--- config.mk ---
export PLATFORM = sky130hd
export DESIGN_NAME = osd_spi_tx
export DESIGN_NICKNAME = d
export VERILOG_FILES = /design/src/rtl/osd_spi_pkg.sv /design/src/rtl/spi_phase_cnt.sv /design/src/rtl/osd_spi_tx.sv
export SDC_FILE = /design/constraint.sdc
export NUM_CORES = 1
export LEC_CHECK = 0
export ABC_AREA = 1
export BUFFER_PORTS_ARGS = -buffer_cell sky130_fd_sc_hd__buf_2
export CAP_MARGIN = 30
export CORE_MARGIN = 4
export CORE_UTILIZATION = 45
export DETAILED_ROUTE_END_ITERATION = 16
export PLACE_DENSITY = 0.64
export SLEW_MARGIN = 20
export SYNTH_ARGS = -nofsm -noshare
export SYNTH_HDL_FRONTEND = slang
export SYNTH_SLANG_ARGS = --single-unit
--- constraint.sdc ---
create_clock -name clk_sys -period 4.1 [get_ports clk_sys]
set_input_delay 1.025 -clock clk_sys [delete_from_list [all_inputs] [get_ports clk_sys]]
set_output_delay 1.025 -clock clk_sys [all_outputs]
set_load 0.02 [all_outputs]
--- src/rtl/osd_spi_pkg.sv ---
// Shared definitions for the OSD SPI transmitter: FSM state encoding and OSD command bytes.
package osd_spi_pkg;

    typedef enum logic [2:0] {
        ST_IDLE  = 3'd0,
        ST_SETUP = 3'd1,
        ST_LOW   = 3'd2,
        ST_HIGH  = 3'd3,
        ST_NEXT  = 3'd4,
        ST_HOLD  = 3'd5,
        ST_GAP   = 3'd6
    } osd_spi_state_e;

    localparam logic [7:0] OSD_CMD_WRITE   = 8'h20;
    localparam logic [7:0] OSD_CMD_DISABLE = 8'h40;
    localparam logic [7:0] OSD_CMD_ENABLE  = 8'h41;

    // Write command for one of the eight overlay lines.
    function automatic logic [7:0] osd_cmd_write_line(input logic [2:0] line);
        return OSD_CMD_WRITE | {5'b00000, line};
    endfunction

endpackage

--- src/rtl/spi_phase_cnt.sv ---
// Loadable down-counter timing one FSM phase; tc is high while the count sits at zero.
module spi_phase_cnt #(
    parameter int W = 3
) (
    input  logic         clk_sys,
    input  logic         reset_n,
    input  logic         load,
    input  logic [W-1:0] load_val,
    output logic         tc
);

    logic [W-1:0] cnt;

    always_ff @(posedge clk_sys or negedge reset_n) begin
        if (!reset_n) begin
            cnt <= '0;
        end else if (load) begin
            cnt <= load_val;
        end else if (cnt != '0) begin
            cnt <= cnt - 1'b1;
        end
    end

    assign tc = (cnt == '0);

endmodule

--- src/rtl/osd_spi_tx.sv ---
// OSD SPI mode-0 transmitter, MSB first, one SS3-low window per packet.
// Optional byte counter output tx_count enabled by defining OSD_SPI_TX_CNT_EN.
module osd_spi_tx
    import osd_spi_pkg::*;
#(
    parameter int CLK_DIV  = 4,
    parameter int SS_GUARD = 2
) (
    input  logic        clk_sys,
    input  logic        reset_n,
    input  logic        in_valid,
    input  logic [7:0]  in_data,
    input  logic        in_last,
    output logic        in_ready,
    output logic        busy,
    output logic        SPI_SCK,
    output logic        SPI_SS3,
    output logic        SPI_DI
`ifdef OSD_SPI_TX_CNT_EN
    ,
    output logic [15:0] tx_count
`endif
);

    localparam logic [2:0] S_IDLE  = ST_IDLE;
    localparam logic [2:0] S_SETUP = ST_SETUP;
    localparam logic [2:0] S_LOW   = ST_LOW;
    localparam logic [2:0] S_HIGH  = ST_HIGH;
    localparam logic [2:0] S_NEXT  = ST_NEXT;
    localparam logic [2:0] S_HOLD  = ST_HOLD;
    localparam logic [2:0] S_GAP   = ST_GAP;

    localparam int CNT_MAX = (CLK_DIV > SS_GUARD) ? CLK_DIV : SS_GUARD;
    localparam int CNT_W   = (CNT_MAX > 1) ? $clog2(CNT_MAX) : 1;

    localparam logic [CNT_W-1:0] DIV_LOAD   = CNT_W'(CLK_DIV - 1);
    localparam logic [CNT_W-1:0] GUARD_LOAD = CNT_W'(SS_GUARD - 1);

    logic [2:0]       state;
    logic [2:0]       nstate;
    logic [7:0]       shreg;
    logic [7:0]       shreg_n;
    logic [2:0]       idx;
    logic             last_q;
    logic             accept;
    logic             shift;
    logic             di_n;
    logic             cnt_load;
    logic [CNT_W-1:0] cnt_val;
    logic             cnt_tc;

    assign in_ready = reset_n && ((state == S_IDLE) || (state == S_NEXT));
    assign accept   = in_valid && in_ready;
    assign busy     = (state != S_IDLE);
    assign shift    = (state == S_HIGH) && cnt_tc && (idx != 3'd0);

    always_comb begin
        nstate = state;
        case (state)
            S_IDLE:  if (accept) nstate = S_SETUP;
            S_SETUP: if (cnt_tc) nstate = S_LOW;
            S_LOW:   if (cnt_tc) nstate = S_HIGH;
            S_HIGH: begin
                if (cnt_tc) begin
                    if (idx != 3'd0) nstate = S_LOW;
                    else if (last_q) nstate = S_HOLD;
                    else             nstate = S_NEXT;
                end
            end
            S_NEXT:  if (accept) nstate = S_LOW;
            S_HOLD:  if (cnt_tc) nstate = S_GAP;
            S_GAP:   if (cnt_tc) nstate = S_IDLE;
            default: nstate = S_IDLE;
        endcase
    end

    // Every phase change reloads the shared counter with the new phase length.
    assign cnt_load = (nstate != state);
    assign cnt_val  = ((nstate == S_LOW) || (nstate == S_HIGH)) ? DIV_LOAD : GUARD_LOAD;

    spi_phase_cnt #(
        .W (CNT_W)
    ) u_phase_cnt (
        .clk_sys  (clk_sys),
        .reset_n  (reset_n),
        .load     (cnt_load),
        .load_val (cnt_val),
        .tc       (cnt_tc)
    );

    always_comb begin
        shreg_n = shreg;
        if (accept)     shreg_n = in_data;
        else if (shift) shreg_n = {shreg[6:0], 1'b0};
    end

    // DI only moves on entry to a phase where SCK is low (or into HIGH from LOW, same bit).
    always_comb begin
        di_n = SPI_DI;
        case (nstate)
            S_IDLE:                 di_n = 1'b0;
            S_SETUP, S_LOW, S_HIGH: di_n = shreg_n[7];
            default:                di_n = SPI_DI;
        endcase
    end

    always_ff @(posedge clk_sys) begin
        shreg <= shreg_n;
    end

    // Outputs are registered from the next state so they line up with the state register.
    always_ff @(posedge clk_sys or negedge reset_n) begin
        if (!reset_n) begin
            state   <= S_IDLE;
            idx     <= 3'd0;
            last_q  <= 1'b0;
            SPI_SCK <= 1'b0;
            SPI_SS3 <= 1'b1;
            SPI_DI  <= 1'b0;
        end else begin
            state <= nstate;
            if (accept) begin
                idx    <= 3'd7;
                last_q <= in_last;
            end else if (shift) begin
                idx <= idx - 3'd1;
            end
            SPI_SCK <= (nstate == S_HIGH);
            SPI_SS3 <= (nstate == S_IDLE) || (nstate == S_GAP);
            SPI_DI  <= di_n;
        end
    end

`ifdef OSD_SPI_TX_CNT_EN
    function automatic logic [15:0] sat_inc16(input logic [15:0] v);
        return (v == 16'hFFFF) ? v : v + 16'd1;
    endfunction

    always_ff @(posedge clk_sys or negedge reset_n) begin
        if (!reset_n) begin
            tx_count <= 16'd0;
        end else if (accept) begin
            tx_count <= (state == S_IDLE) ? 16'd1 : sat_inc16(tx_count);
        end
    end
`endif

endmodule

; Word-level counts from Yosys, hierarchy flattened
; Index checks and enable logic that the tools add are counted.
[word_totals]
wordCells = 57
ff_bits = 20
input_bits = 12
out_inout_bits = 5
[classes]
eq_ne = 11
addsub = 2
n_reduce_logical = 17
n_mux = 18
[ops]
columns = op, n
row1 = 2-to-1 mux 3 bit, 10
row2 = one-hot mux 3 bit (7 select lines), 1
row3 = 2-to-1 mux 8 bit, 2
row4 = == test 3 x 2 -> 1 bit (second input constant), 4
row5 = == test 3 bit (second input constant), 4
row6 = nonzero test 2 bit, 4
row7 = == test 3 x 1 -> 1 bit (second input constant), 2
row8 = zero test 3 bit, 2
row9 = 2-to-1 mux 2 bit, 3
row10 = nonzero test 3 bit, 2
row11 = logical AND 1 bit, 4
row12 = logical OR 1 bit, 3
row13 = inequality test 3 bit, 1
row14 = OR reduction 3 bit, 1
row15 = subtractor 3 x 1 -> 3 bit (second input constant), 1
row16 = zero test 2 bit, 1
row17 = one-hot mux 1 bit (2 select lines), 1
row18 = subtractor 2 x 1 -> 2 bit (second input constant), 1
row19 = 2-to-1 mux 1 bit, 1

; Longest topological paths before layout
; Gate-level depths: netlist of the first run.
[logic_depth]
word_depth = 10
ltp_mapped = 12
depth_no_buf = 12

; By module
; Synthesis of the first run repeated with hierarchy kept, for this count alone.
[hier_totals]
cells_unflattened = 146
hier_area_um2 = 1161.1
[modules_own_cells]
columns = module, cells_each, instances, seq_area_each_um2, area_each_um2
row1 = osd_spi_tx, 129, 1, 481.7, 1041.0
row2 = spi_phase_cnt, 17, 1, 50.0, 120.1

; Worst setup path after synthesis of the first run
; OpenSTA, ideal clock, no wires.
[synth_path]
kind = input to output
from = input port reset_n
to = output port in_ready
setup_slack_ns = 1.816
path_buffers = 0
stages = 2
t_arrival_ns = 1.259
required_time_ns = 3.075
path_cell_list = inv_1 nor2_4
[synth_via]
elab_chain_len = 1
[synth_lines]
columns = element, line
row1 = "start, declared", osd_spi_tx.sv:10  ; input logic reset_n,
row2 = logical AND 1 bit, osd_spi_tx.sv:52  ; assign in_ready = reset_n && ((state == S_IDLE) || (state == S_NEXT));
row3 = "end, declared", osd_spi_tx.sv:14  ; output logic in_ready,
; Every way passes these cells.

; Worst setup path in the final report of the first run
; Ends and elaborated chain as after synthesis.

==> results.sh, run 1 <==
export IMPL_worstPathCellList="buf_2, inv_1, nor2_4, buf_2"
export IMPL_ys_warn_count=0
export IMPL_dieArea_um2=3310
export IMPL_peakVddDrop_mv=0.427
export IMPL_synth_ff_type="dfrtp_1"
export IMPL_grt_max_degree=16
export IMPL_synth_most_common_cell="nand2_1"
export IMPL_dr_pass1_iters=4
export IMPL_p_leak_nw=0.676
export IMPL_grt_pass1_wl_um=3710
export IMPL_grt_pass1_vias=848
export IMPL_cts_tree="built"
export IMPL_rows=17
export IMPL_die_w_um=57.6
export IMPL_numCtsBuffers=3
export IMPL_cts_root_buffer="clkbuf_4"
export IMPL_synthTopCellsByArea="dfrtp_1 25%, edfxtp_1 19%, nand2_1 17%"
export IMPL_design_area_um2=1270
export IMPL_crit_path_frequent_cell="buf_2"
export IMPL_worst_hold_path_type="flop to flop"
export IMPL_min_period_ns=2.79
export IMPL_h_tree_depth=1
export IMPL_cts_setup_buffers=0
export IMPL_setup_tns_final_ns=0
export IMPL_achievable_frequency_mhz=358
export IMPL_critPathTopFamily="buffers and inverters"
export IMPL_core_um2=2280
export IMPL_crit_slowest_cell="buf_2"
export IMPL_track_usage_pct=14.4
export IMPL_grtUsageMet3_pct=3.39
export IMPL_drive_above_1_share_pct=26.3
export IMPL_grt_util_met1_pct=19.5
export IMPL_status="completed"
export IMPL_path_class="input port to output port"
export IMPL_synth_area_um2=1110
export IMPL_clock_path_buffers=2
export IMPL_worstHoldPathCells=2
export IMPL_setup_viol=0
export IMPL_dp_hpwl_um=1570
export IMPL_via_count=896
export IMPL_wirelength_um=2100
export IMPL_fin_util_pct=56.0
export IMPL_crit_required_ns=3.07
export IMPL_drv_cap=0
export IMPL_floorplan_initialDensity_pct=48.6
export IMPL_r2r_slack_ns=2.35
export IMPL_drc_errors=0
export IMPL_cts_resized=0
export IMPL_portBuffers=16
export IMPL_io_pins=17
export IMPL_cp_end_kind="output port"
export IMPL_drt_iter0_drc=10
export IMPL_dpl_cell_area_um2=1220
export IMPL_wl_per_cell_um=11.4
export IMPL_crit_reg2reg_launch="u_phase_cnt.cnt[0]$_DFFE_PN0P_"
export IMPL_syn_area_per_cell_um2=8.13
export IMPL_tightest_slew_ns=0.343
export IMPL_fp_dieH_um=57.6
export IMPL_synth_edf_count=7
export IMPL_r2r_end="u_phase_cnt.cnt[0]$_DFFE_PN0P_"
export IMPL_period_share_pct=68.0
export IMPL_busiest_layer="met2"
export IMPL_finalNetCount=172
export IMPL_synth_nets=151
export IMPL_finalHoldViolCount=0
export IMPL_ant_nets=0
export IMPL_synth_seq_cells=20
export IMPL_place_gp_congestion=0.773
export IMPL_hold_end="shreg[7]$_DFF_P_"
export IMPL_synth_top_area_share_pct=24.9
export IMPL_area_growth_pct=15.2
export IMPL_drv_slew=0
export IMPL_reg2regPathDepth=11
export IMPL_crit_path_start_kind="input port"
export IMPL_ys_top_cells_by_count="50 x nand2_1, 13 x inv_1, 11 x dfrtp_1"
export IMPL_antenna_found_initial=0
export IMPL_synth_cell_type_count=22
export IMPL_cts_sink_count=20
export IMPL_cpPeakStageDelay_ns=0.28
export IMPL_crit_start="reset_n"
export IMPL_clk_latency_ns=0.31
export IMPL_cts_reportedPaths_clkPinSlew_ns=0.13
export IMPL_cp_arrival_ns=1.76
export IMPL_ctsHoldBuffers=0
export IMPL_crit_fanout=15
export IMPL_yosysSeqAreaShare_pct=48.1
export IMPL_synthArstFlopShare_pct=60.0
export IMPL_power_density_nw_per_um2=697
export IMPL_finClkSkew_ns=0.00810
export IMPL_rsz0062_at_grt="no"
export IMPL_syn_inst=136
export IMPL_viasPerCell=4.87
export IMPL_grt_use_met2_pct=22.1
export IMPL_min_delay_start="shreg[7]$_DFF_P_"
export IMPL_worst_path_buf_inv=3
export IMPL_max_slew_margin_pct=77.1
export IMPL_grt_overflow=0
export IMPL_num_antenna_cells=0
export IMPL_synth_top_cell_by_area="dfrtp_1"
registers in the layout (all words and copies together) (netlist names):
register	cells
shreg	8
idx	3
state	3
u_phase_cnt.cnt	2
SPI_DI	1
SPI_SCK	1
SPI_SS3	1
last_q	1
per-layer routing:
metal	wire (um)	vias up
li1	-	471
met3	74	5
met4	39	0
met5	0	-
met1	1010	406
met2	978	14
worst max-delay path by stage:
stage / end / slack, ns / cells past startpoint
global placement: in_ready / 1.30 / 4
global route: in_ready / 1.23 / 4
finish: in_ready / 1.31 / 4
floorplan: in_ready / 1.82 / 2
CTS: in_ready / 1.28 / 4
detailed placement: in_ready / 1.28 / 4
cells in the final DEF, fill, tap and decap left out, types with 2 or more instances in the layout:
| master | n |
|---|---|
| nand4_1 | 4 |
| nand2_4 | 2 |
| a21oi_1 | 2 |
| edfxtp_1 | 7 |
| nor2_1 | 8 |
| a21oi_2 | 2 |
| inv_2 | 6 |
| nand2_1 | 50 |
| buf_2 | 16 |
| nand3_2 | 2 |
| inv_1 | 13 |
| nand3_1 | 7 |
| nand2_2 | 3 |
| o21ai_0 | 5 |
| o21ai_1 | 2 |
| dfrtp_1 | 11 |
| clkbuf_4 | 3 |
| ha_1 | 3 |
| nor2_4 | 4 |
report_power, final:
group          switching [mW]  total, mW  internal (mW)
sequential             0.0368      0.316          0.279
clock                  0.0663      0.165         0.0989
combinational           0.265      0.406          0.141
cell families (layout without fill, tap and decap cells):
group	after synthesis	count (layout)	share of synthesized area, %
AND/OR/NAND/NOR	82	82	35.7
flip-flops	20	20	48.1
buffers and inverters	19	39	6.45
AO/OA/AOI/OAI	12	12	6.34
adder cells (fa/ha/maj)	3	3	3.39
through the flow:
stage / setup WS, ns / hold slack (ns) / power, mW / instances
floorplan: 1.82 / 0.449 / 0.636 / 136
global placement: 1.30 / 0.465 / 0.720 / 180
detailed placement: 1.28 / 0.469 / 0.727 / 180
CTS: 1.28 / 0.498 / 0.893 / 184
global route: 1.23 / 0.515 / 0.969 / 184
finish: 1.31 / 0.493 / 0.888 / 184
area by class of cell:
type / instances / area [um^2]
inverters: 19 / 71.3
multi-input cells: 97 / 503
clock inverters: 1 / 30.0
clock buffers: 3 / 22.5
well taps: 28 / 35.0
flip-flops and latches: 20 / 532
repair buffers: 16 / 80.1
fillers: 214 / 1000
tightest hold or removal path: stages (launching register included):
cell and delay, ns:
dfxtp_1 0.32, nand2_1 0.07, a21oi_2 0.06
(Power assumes the default switching activity.)
==> inputs of run 2 (changes only) <==
- ABC_AREA: 1 -> 0
- clock period: 4.1 -> 2.58 ns (I/O delays scaled with it)
==> run 2 against run 1 <==
Effect of this change: combinational power rose by 53%; critical path depth fell by 2; hold slack got worse by 0.28 ns; worst setup slack got worse by 0.84 ns; critical path type is now flop to output port.
==> results.sh, run 2 <==
export IMPL_ys_top_cells_by_count="13 x nand2_1, 11 x dfrtp_1, 7 x edfxtp_1"
export IMPL_synth_edf_count=7
export IMPL_via_count=755
export IMPL_drv_cap=0
export IMPL_final_cell_mix="16 x buf_2, 13 x nand2_1, 11 x dfrtp_1"
export IMPL_finalNetCount=135
export IMPL_place_gp_congestion=0.724
export IMPL_clock_path_buffers=2
export IMPL_num_antenna_cells=0
export IMPL_cts_root_buffer="clkbuf_4"
export IMPL_r2r_slack_ns=0.49
export IMPL_num_fill_cells=206
export IMPL_rows=17
export IMPL_cts_setup_buffers=0
export IMPL_peakVddDrop_mv=0.605
export IMPL_cts_resized=0
export IMPL_drc_errors=0
export IMPL_dp_hpwl_um=1620
export IMPL_reg_largest_list="shreg x8, idx x3, state x3"
export IMPL_fin_ws_ns=0.472
export IMPL_syn_inst=102
export IMPL_synth_seq_cells=20
export IMPL_cp_arrival_ns=1.46
export IMPL_synth_most_common_cell="nand2_1"
export IMPL_drt_iter0_drc=24
export IMPL_worst_hold_path_type="input port to async pin"
export IMPL_period_share_pct=81.7
export IMPL_finClkSkew_ns=0.00639
export IMPL_cts_reportedPaths_clkPinSlew_ns=0.11
export IMPL_crit_path_start_kind="flop"
export IMPL_synth_top_cell_by_area="dfrtp_1"
export IMPL_area_growth_pct=13.8
export IMPL_grt_overflow=0
export IMPL_largest_register_ffs=8
export IMPL_clk_latency_ns=0.30
export IMPL_ant_nets=0
export IMPL_layout_commonest_cell="buf_2"
export IMPL_synth_ff_type="dfrtp_1"
export IMPL_synthTopCellsByArea="dfrtp_1 25%, edfxtp_1 19%, a22o_1 4.7%"
export IMPL_cts_sink_count=20
export IMPL_h_tree_depth=1
export IMPL_r2r_end="shreg[3]$_DFFE_PP_"
export IMPL_cp_endpoint="busy"
export IMPL_io_pins=17
export IMPL_die_w_um=57.6
export IMPL_viasPerCell=5.14
export IMPL_max_slew_margin_pct=70.9
export IMPL_synthArstFlopShare_pct=60.0
export IMPL_reg2regPathDepth=6
export IMPL_crit_fanout=12
export IMPL_crit_reg2reg_launch="u_phase_cnt.cnt[0]$_DFFE_PN0P_"
export IMPL_drv_slew=0
export IMPL_portBuffers=16
export IMPL_grt_max_degree=17
export IMPL_yosysSeqAreaShare_pct=48.0
export IMPL_cp_end_kind="output port"
export IMPL_grt_pass1_wl_um=3820
export IMPL_wirelength_um=2110
export IMPL_syn_area_per_cell_um2=10.9
export IMPL_status="completed"
export IMPL_crit_start="state[2]$_DFF_PN0_"
export IMPL_drive_above_1_share_pct=27.7
export IMPL_crit_required_ns=1.93
export IMPL_grt_pass1_vias=804
export IMPL_synth_nets=117
export IMPL_ctsHoldBuffers=0
export IMPL_floorplan_initialDensity_pct=48.7
export IMPL_cts_tree="built"
export IMPL_dr_pass1_iters=4
export IMPL_wl_per_cell_um=14.4
export IMPL_setup_tns_final_ns=0
export IMPL_min_period_ns=2.11
export IMPL_synth_cell_type_count=41
export IMPL_power_density_nw_per_um2=1120
export IMPL_track_usage_pct=14.8
export IMPL_setup_viol=0
export IMPL_top_register="shreg"
export IMPL_numCtsBuffers=3
export IMPL_achievable_frequency_mhz=474
export IMPL_path_class="flop to output port"
export IMPL_rsz0062_at_grt="no"
export IMPL_timing_hold_ws_ns=0.213
export IMPL_p_leak_nw=0.593
export IMPL_dieArea_um2=3320
export IMPL_core_um2=2280
export IMPL_fp_dieH_um=57.6
export IMPL_ys_warn_count=0
export IMPL_antenna_found_initial=0
export IMPL_synth_area_um2=1110
export IMPL_synth_top_area_share_pct=24.8
export IMPL_tightest_slew_ns=0.435
export IMPL_finalHoldViolCount=0
export IMPL_pre_cts_ws_ns=0.447
## run 2: changes by cell type after synthesis, sizes merged, moves of 3 or more
cell,change
nand4,-4
a211oi,+3
nand2,-42
xor2,+3
nand2b,+4
nand3,-7
o21ai,-3
a22o,+6
buf,+6
inv,-13
nor2,-8
## run 2: per-stage QoR
stage | power (mW) | area, um^2 | util [%] | cells
floorplan | 1.03 | 1110 | - | 102
global placement | 1.15 | 1210 | 53.1 | 143
detailed placement | 1.18 | 1210 | 53.1 | 143
CTS | 1.43 | 1260 | 55.4 | 147
global route | 1.54 | 1260 | 55.4 | 147
finish | 1.42 | 1260 | 55.4 | 147
## run 2: cell families (layout without fill, tap and decap cells)
group	after synthesis	in the layout	share of synthesized area, %
and+or+nand+nor	38	38	19.5
AOI/OAI and AO/OA	23	23	19.0
DFF	20	20	48.0
buffers and inverters	13	30	6.09
xor gates and xnor gates	4	4	3.16
adders and majority gates	3	3	3.39
muxes	1	1	0.903
## run 2: how the worst min path moves through the flow
stage	start	slack, ns	to
after floorplan	reset_n	0.35	SPI_DI$_DFFE_PN0P_
after global placement	last_q$_DFFE_PN0P_	0.47	last_q$_DFFE_PN0P_
after detailed placement	last_q$_DFFE_PN0P_	0.46	last_q$_DFFE_PN0P_
after CTS	reset_n	0.21	state[2]$_DFF_PN0_
after global routing	reset_n	0.21	SPI_SCK$_DFF_PN0_
final	reset_n	0.21	SPI_SCK$_DFF_PN0_
## run 2: layout make-up
class | count | area (um^2) | area share, %
well taps | 28 | 35.0 | 2.78
repair buffers | 20 | 110 | 8.73
multi-input cells | 69 | 509 | 40.4
flip-flops and latches | 20 | 532 | 42.2
clock buffers | 3 | 22.5 | 1.79
clock inverters | 1 | 30.0 | 2.38
inverters | 6 | 22.5 | 1.79
## run 2: where the power goes
part           total [mW]  internal (mW)  leakage, nW  switching [mW]
logic               0.621          0.266        0.355           0.355
clock network       0.253          0.157       0.0279          0.0958
registers           0.543          0.468        0.211          0.0750
total                1.42          0.891        0.593           0.526
## run 2: critical path, cell delays in order, from the launching register on
cell and delay, ns:
dfrtp_1 0.54, or3_4 0.45, buf_2 0.17
## run 2: routing by layer
metal | share of wire [%] | track usage, % | wire (um) | up-vias
met5 | 0 | 0 | 0 | -
met2 | 49 | 24.0 | 1040 | 15
met3 | 3.9 | 1.78 | 82 | 5
li1 | - | - | - | 395
met1 | 45 | 19.6 | 951 | 340
met4 | 2.0 | 6.95 | 43 | 0
==> inputs of run 3 (changes only) <==
- PLACE_DENSITY: 0.64 -> 0.66
- clock period: 2.58 -> 1.9 ns (I/O delays scaled with it)
==> run 3 against run 2 <==
Effect of this change: via count rose by 6.0%; largest cell class unchanged; sequential cell count is the same; routed wire length fell by 4.3%; critical endpoint unchanged; largest power group unchanged; critical path type unchanged; clock power down 22%; combinational power increased by 46%; core utilization grew 1.3 points; highest routed layer unchanged.
==> results.sh, run 3 (synthesized netlist as in run 2, its figures left out) <==
export IMPL_max_slew_margin_pct=72.8
export IMPL_setup_viol=0
export IMPL_finClkSkew_ns=0.00998
export IMPL_ctsHoldBuffers=0
export IMPL_setup_tns_final_ns=0
export IMPL_wl_per_cell_um=13.4
export IMPL_wirelength_um=2020
export IMPL_clk_latency_ns=0.29
export IMPL_fp_dieH_um=57.6
export IMPL_portBuffers=16
export IMPL_multiInputGateArea_um2=523
export IMPL_antenna_found_initial=0
export IMPL_io_pins=17
export IMPL_crit_path_start_kind="flop"
export IMPL_crit_path_frequent_cell="buf_6"
export IMPL_worst_path_buf_inv=2
export IMPL_core_um2=2280
export IMPL_cts_tree="built"
export IMPL_crit_required_ns=1.42
export IMPL_finalNetCount=139
export IMPL_clock_path_buffers=2
export IMPL_fin_util_pct=56.7
export IMPL_floorplan_initialDensity_pct=48.7
export IMPL_crit_slowest_cell="dfrtp_2"
export IMPL_track_usage_pct=13.2
export IMPL_num_antenna_cells=0
export IMPL_grt_max_degree=13
export IMPL_cp_end_kind="output port"
export IMPL_finalHoldViolCount=0
export IMPL_worstPathCellList="buf_6, or3_4, buf_6"
export IMPL_numCtsBuffers=3
export IMPL_grt_pass1_wl_um=3440
export IMPL_period_share_pct=96.5
export IMPL_largest_register_ffs=8
export IMPL_rsz0062_at_grt="no"
export IMPL_place_gp_congestion=0.787
export IMPL_via_count=800
export IMPL_cts_sink_count=20
export IMPL_die_w_um=57.6
export IMPL_drt_iter0_drc=21
export IMPL_h_tree_depth=1
export IMPL_crit_start="state[1]$_DFF_PN0_"
export IMPL_cts_root_buffer="clkbuf_4"
export IMPL_timing_hold_ws_ns=0.142
export IMPL_path_class="flop to output port"
export IMPL_peakVddDrop_mv=0.823
export IMPL_num_fill_cells=190
export IMPL_min_period_ns=1.83
export IMPL_dr_pass1_iters=4
export IMPL_cp_arrival_ns=1.36
export IMPL_worst_hold_path_type="input port to async pin"
export IMPL_dieArea_um2=3320
export IMPL_dp_cells=146
export IMPL_drv_slew=0
export IMPL_status="completed"
export IMPL_viasPerCell=5.30
export IMPL_drc_errors=0
export IMPL_dp_hpwl_um=1570
export IMPL_area_growth_pct=16.4
export IMPL_regArea_um2=533
export IMPL_achievable_frequency_mhz=545
export IMPL_cpPeakStageDelay_ns=0.43
export IMPL_rows=17
export IMPL_final_cell_mix="15 x buf_2, 13 x nand2_1, 10 x dfrtp_1"
export IMPL_cts_reportedPaths_clkPinSlew_ns=0.11
export IMPL_stdcell_count=151
export IMPL_critPathTopFamily="flip-flops"
export IMPL_drv_cap=0
export IMPL_layout_commonest_cell="buf_2"
export IMPL_crit_reg2reg_launch="idx[0]$_DFFE_PN0P_"
export IMPL_tightest_slew_ns=0.407
export IMPL_crit_fanout=6
export IMPL_p_leak_nw=0.605
export IMPL_grt_overflow=0
export IMPL_ant_nets=0
export IMPL_grt_pass1_vias=789
export IMPL_reg_largest_list="shreg x8, idx x3, state x3"
export IMPL_top_register="shreg"
export IMPL_power_density_nw_per_um2=1440
export IMPL_drive_above_1_share_pct=33.3
==> run 3: cell types whose count changed in the layout (fill, tap and decap cells not counted) <==
cell       delta
buf_2         -1
and3b_1       -1
and3b_2       +1
dfrtp_2       +1
buf_4         +3
bufinv_16     -1
clkbuf_1      +1
a211oi_1      -2
a211oi_2      +2
ha_2          +1
ha_1          -1
dfrtp_1       -1
buf_6         +2
==> run 3: metal layers <==
layer	vias up	wire, um	GRT usage [%]
li1	402	-	-
met1	378	929	17.0
met2	16	995	22.7
met3	4	73	1.34
met4	0	25	4.97
met5	-	0	0
==> run 3: repair_timing <==
item / in CTS / in global routing
buffers inserted: 0 / 1
gates cloned: 0 / 0
endpoints found under the setup margin: 3 / 4
endpoints found under the hold margin: 0 / 0
resized for setup: 5 / 3
==> run 3: final timing paths <==
kind | end | slack, ns | cells past startpoint
setup reg to reg | shreg[1]$_DFFE_PP_ | 0.15 | 5
setup / recovery | busy | 0.07 | 3
max in group asynchronous | SPI_SS3$_DFF_PN1_ | 1.52 | 2
min in group clk_sys | last_q$_DFFE_PN0P_ | 0.39 | 3
hold / removal | idx[2]$_DFFE_PN0P_ | 0.14 | 2
hold reg to reg | last_q$_DFFE_PN0P_ | 0.49 | 2
==> run 3: power breakdown <==
group	total (mW)	leakage (nW)	switching (mW)	internal (mW)
sequential	0.748	0.210	0.110	0.638
combinational	0.906	0.380	0.492	0.415
clock	0.198	0.0150	0.117	0.0816
==> run 3: cell type report <==
| cell class | count | area share (%) |
|---|---|---|
| multi-input combinational | 69 | 40.5 |
| inverter | 6 | 1.75 |
| tap | 28 | 2.72 |
| clock buffer | 4 | 2.04 |
| sequential | 20 | 41.3 |
| timing repair buffer | 24 | 11.6 |
==> run 3: metrics by stage <==
| step | total power, mW | worst slack [ns] | instance area [um^2] |
|---|---|---|---|
| after floorplan | 1.40 | 0.0998 | 1110 |
| after global placement | 1.58 | 0.0567 | 1230 |
| after detailed placement | 1.61 | -0.0169 | 1230 |
| after CTS | 1.83 | 0.00277 | 1270 |
| after global routing | 2.01 | 0.0113 | 1290 |
| final | 1.85 | 0.0656 | 1290 |
